### config.mk
export PLATFORM = sky130hd
export DESIGN_NAME = instr_cache
export DESIGN_NICKNAME = d
export VERILOG_FILES = /design/src/rtl/instr_cache.sv
export SDC_FILE = /design/constraint.sdc
export NUM_CORES = 1
export LEC_CHECK = 0
export CAP_MARGIN = 40
export CORE_AREA = 2 2 200 301
export CTS_CLUSTER_SIZE = 40
export DETAILED_ROUTE_END_ITERATION = 6
export DIE_AREA = 0 0 202 303
export DONT_BUFFER_PORTS = 1
export GPL_TIMING_DRIVEN = 0
export SLEW_MARGIN = 20
export SYNTH_ARGS = -nofsm -noshare
export SYNTH_HDL_FRONTEND = slang
export SYNTH_SLANG_ARGS = --single-unit
### constraint.sdc
create_clock -name clock -period 27.4 [get_ports clock]
set_input_delay 5.48 -clock clock [delete_from_list [all_inputs] [get_ports clock]]
set_output_delay 5.48 -clock clock [all_outputs]
set_load 0.02 [all_outputs]
### src/rtl/instr_cache.sv
// Direct-mapped read-only instruction cache with single-line refill.
// Zero-latency hit path; misses stall fetch and refill over a req/ready port.
module instr_cache #(
    parameter int          NUM_LINES      = 4,
    parameter int          WORDS_PER_LINE = 4,
    parameter logic [31:0] NOP_INSTR      = 32'h0000_0013
) (
    input  logic                         clock,
    input  logic                         reset,
    input  logic [31:0]                  pc,
    input  logic                         fetch_en,
    input  logic                         invalidate,
    output logic [31:0]                  instr,
    output logic                         icache_stall,
    output logic                         mem_req,
    output logic [31:0]                  mem_addr,
    input  logic                         mem_ready,
    input  logic [32*WORDS_PER_LINE-1:0] mem_rdata,
    output logic [31:0]                  miss_count
);

    localparam int IDX_W  = $clog2(NUM_LINES);
    localparam int WOFF_W = $clog2(WORDS_PER_LINE);
    localparam int OFF    = 2 + WOFF_W;
    localparam int TAG_W  = 32 - OFF - IDX_W;

    typedef enum logic {
        IDLE,
        REQ
    } state_t;

    state_t state;

    logic [NUM_LINES-1:0] valid;
    logic [TAG_W-1:0]     tag_arr  [NUM_LINES];
    logic [31:0]          data_arr [NUM_LINES][WORDS_PER_LINE];
    logic                 inv_pending;

    logic [WOFF_W-1:0] pc_word;
    logic [IDX_W-1:0]  pc_idx;
    logic [TAG_W-1:0]  pc_tag;
    logic [IDX_W-1:0]  fill_idx;
    logic [TAG_W-1:0]  fill_tag;
    logic              hit;
    logic              miss;
    logic              unused_pc_bits;

    assign pc_word  = pc[2 +: WOFF_W];
    assign pc_idx   = pc[OFF +: IDX_W];
    assign pc_tag   = pc[31 : OFF+IDX_W];
    assign fill_idx = mem_addr[OFF +: IDX_W];
    assign fill_tag = mem_addr[31 : OFF+IDX_W];

    assign unused_pc_bits = ^pc[1:0];

    assign hit  = fetch_en && valid[pc_idx] && (tag_arr[pc_idx] == pc_tag) && (state == IDLE);
    assign miss = fetch_en && !hit && (state == IDLE);

    assign mem_req = (state == REQ);

    // Hit data is returned in the same cycle; everything else sees a NOP.
    always_comb begin
        instr        = NOP_INSTR;
        icache_stall = 1'b0;
        if (!reset) begin
            if (hit) begin
                instr = data_arr[pc_idx][pc_word];
            end
            icache_stall = (state == REQ) || miss;
        end
    end

    // Refill controller: capture miss line, wait for memory, install line.
    always_ff @(posedge clock or posedge reset) begin
        if (reset) begin
            state       <= IDLE;
            valid       <= '0;
            mem_addr    <= '0;
            miss_count  <= '0;
            inv_pending <= 1'b0;
        end else begin
            unique case (state)
                IDLE: begin
                    if (invalidate) begin
                        valid <= '0;
                    end
                    if (miss) begin
                        mem_addr    <= {pc[31:OFF], {OFF{1'b0}}};
                        inv_pending <= 1'b0;
                        state       <= REQ;
                        if (miss_count != 32'hFFFF_FFFF) begin
                            miss_count <= miss_count + 32'd1;
                        end
                    end
                end
                REQ: begin
                    if (invalidate) begin
                        valid <= '0;
                    end
                    if (mem_ready) begin
                        // A line fetched across an invalidate must stay invalid.
                        valid[fill_idx] <= !(inv_pending || invalidate);
                        inv_pending     <= 1'b0;
                        state           <= IDLE;
                    end else if (invalidate) begin
                        inv_pending <= 1'b1;
                    end
                end
                default: state <= IDLE;
            endcase
        end
    end

    // Tag and data storage written on the refill handshake.
    always_ff @(posedge clock) begin
        if (state == REQ && mem_ready && !reset) begin
            tag_arr[fill_idx] <= fill_tag;
            for (int i = 0; i < WORDS_PER_LINE; i++) begin
                data_arr[fill_idx][i] <= mem_rdata[32*i +: 32];
            end
        end
    end

endmodule
==> qor.csv <==
metric;value;unit
status;complete, no violations;
synth_most_common_cell;edfxtp_1;
grt_util_all_layers;0.207;
cts_resized;0;
syn_to_final_growth;15.6;%
h-tree-depth;3;
synth_top_cell_by_area;edfxtp_1;
whs_path_depth;1;
cp-start-kind;primary input;
synthCells;1222;
synth-seq-area-share;0.754;
ff2ff_path_depth;9;
wire_per_inst;28.2;um
cts_hold_buf;0;
die_w;202;um
yosysUniqueCellTypes;46;
root_buffer;clkbuf_16;
p_leak;10.2;nW
die-area;0.0612;mm^2
die_h;303;um
cts_tree;done;
worst-setup-path-type;primary input to primary output;
p_per_area;75.3;mW/mm^2
antenna_found_initial;0;
synth_xor_area_frac;0.0180;
clk_pin_slew;0.07;ns
setup_viol;0;
numPortBuffers;0;
drt_first_pass_iters;5;
syn-cell-area;0.0267;mm^2
max_freq;0.0666;GHz
worst_setup_path_end_kind;primary output;
worstSkewPairLatency;0.60;ns
yosysWarnings;0;
worstPathRequired;21.92;ns
cts.sinks;682;
postLayoutCellArea;0.0309;mm^2
placed_area;0.0287;mm^2
vias;12692;
synth_area_leaders;edfxtp_1 69%, mux4_2 15%, dfrtp_1 6.2%, xnor2_1 1.6%, mux2_2 0.97%;
drt-total-wl;62000;um
slew_viol_final;0;
grt_pass1_vias;13715;
drive_above_1_share;0.296;
hold_end;valid[2];
detail_route.iter0.violations;795;
slew_headroom;0.421;
ioPinCount;263;
crit_chain;buf_2, buf_2, buf_4, mux2i_1, xnor2_1, nor4_1, nand3_1, a2111oi_4, clkbuf_1, nand2_1, or2_1;
synth-main-ff-cell;edfxtp_1;
synth_seq_cells;682;
min_period;15.02;ns
regToRegSetupSlack;23.98;ns
rsz0062_at_grt;no;
arrival;9.54;ns
min_from;inv_pending;
clk_path_buf_depth;3;
post-cts-setup-buffers;0;
hold_class;register to register;
skew;0.0170;ns
total_power;2.33;mW
fin_tns_setup;0;ns
numCtsBuffers;67;
coreArea;0.0585;mm^2
avgSynthCellArea;21.9;um^2
routabilityCongestion;0.822;
synth_compound_area_frac;0.00660;
hold_violations;0;
hold_ws;0.540;ns
timing.critical_path.buf_inv;4;
synthMuxAreaShare;0.173;
async_reset_ff_frac;0.0968;
rows;109;
path_max_fanout;10;
fin_crit_sh;0.548;
synth_edf_count;616;
timing.rr.end;mem_addr[7];
synth_top_family_by_area;multiplexers;
viasPerCell;5.77;
cpPeakStageDelay;0.79;ns
yosys.area_share.adder;0.000468;
slowest_stage;a2111oi_4;
drc;0;
num_antenna_cells;0;
critical-path-top-delay-family;buffers and inverters;
hpwl;43900;um
regToRegStartpoint;tag_arr[3][7];
grt_max_degree;44;
nets;1539;
num-fill-cells;4558;
grt_pass1_wl;91300;um
critPathMostFrequentCell;buf_2;
antenna_left;0;
worst_pin_slew;0.869;ns
yosys-top-cells-count;616 x edfxtp_1, 177 x mux4_2, 66 x dfrtp_1;
netlist.area_leader.share;0.692;
synth-simple-area-share;0.0353;
peakVddDrop;0.0584;mV
start_util;0.457;
maxCapViolations;0;
grt_overflow;0;
## cell families after synthesis
group                      Yosys count
DFF                                682
muxes                              234
and+or+nand+nor                    158
buffers and inverters               68
xor gates and xnor gates            55
AOI/OAI and AO/OA                   23
adders and majority gates            1
other                                1
## registers in the layout, indices dropped and copies added, names as in the netlist
register / count
data_arr: 512
tag_arr: 104
valid: 4
mem_req: 1
mem_addr: 28
inv_pending: 1
miss_count: 32
## power breakdown
group / internal, mW / switching [mW]
logic: 0.0762 / 0.0793
clock network: 0.539 / 0.380
registers: 1.20 / 0.0527
total: 1.82 / 0.512
## layout by cell type (no fill, tap or decap), types with 8 or more instances in the layout
master | synthesis | routed
edfxtp_1 | 616 | 616
and4_1 | 8 | 8
nand4_1 | 24 | 24
dfrtp_1 | 66 | 66
buf_2 | 18 | 18
mux2i_1 | 25 | 25
buf_6 | 4 | 29
clkbuf_16 | 0 | 71
clkinv_1 | 0 | 9
nand2_1 | 16 | 16
nand3_1 | 15 | 15
nor2_1 | 10 | 8
xnor2_1 | 49 | 49
mux4_2 | 177 | 177
mux2_4 | 9 | 9
buf_16 | 0 | 9
mux2_2 | 23 | 23
and3_1 | 40 | 40
buf_12 | 0 | 9
buf_4 | 7 | 43
clkbuf_1 | 34 | 44
## stage by stage
stage	std cells	utilization	worst slack [ns]
finish	2198	0.528	12.38
global route	2198	0.528	12.04
CTS	2196	0.528	12.17
detailed placement	2079	0.491	12.18
global placement	2002	0.474	0.481
floorplan	1225	-	10.56
## metal layers
layer / track usage / vias up / wire (um)
met4: 0.0706 / 0 / 1370
met2: 0.370 / 401 / 33400
li1: - / 5397 / -
met1: 0.234 / 6812 / 22100
met3: 0.0681 / 82 / 5150
met5: 0 / - / 0
## final cells by class
type                            instances  area (um^2)  area share
Timing Repair Buffer                   79          980      0.0317
Sequential cell                       682        20100       0.652
Clock inverter                         33          357      0.0115
Buffer                                 66          333      0.0108
Multi-Input combinational cell        475         6280       0.203
Clock buffer                           84         1830      0.0591
Inverter                                2         7.51    0.000243
Tap cell                              777          972      0.0315
## worst max-delay path by stage
stage | from | endpoint | slack (ns) | cells past startpoint
floorplan | mem_ready | data_arr[0][0] | 10.56 | 2
global placement | mem_ready | data_arr[0][11] | 0.48 | 2
detailed placement | pc[5] | instr[0] | 12.18 | 11
CTS | pc[5] | instr[0] | 12.17 | 11
global route | pc[5] | instr[0] | 12.04 | 11
finish | pc[5] | instr[0] | 12.38 | 11
Power figures use the tool's default switching activity.
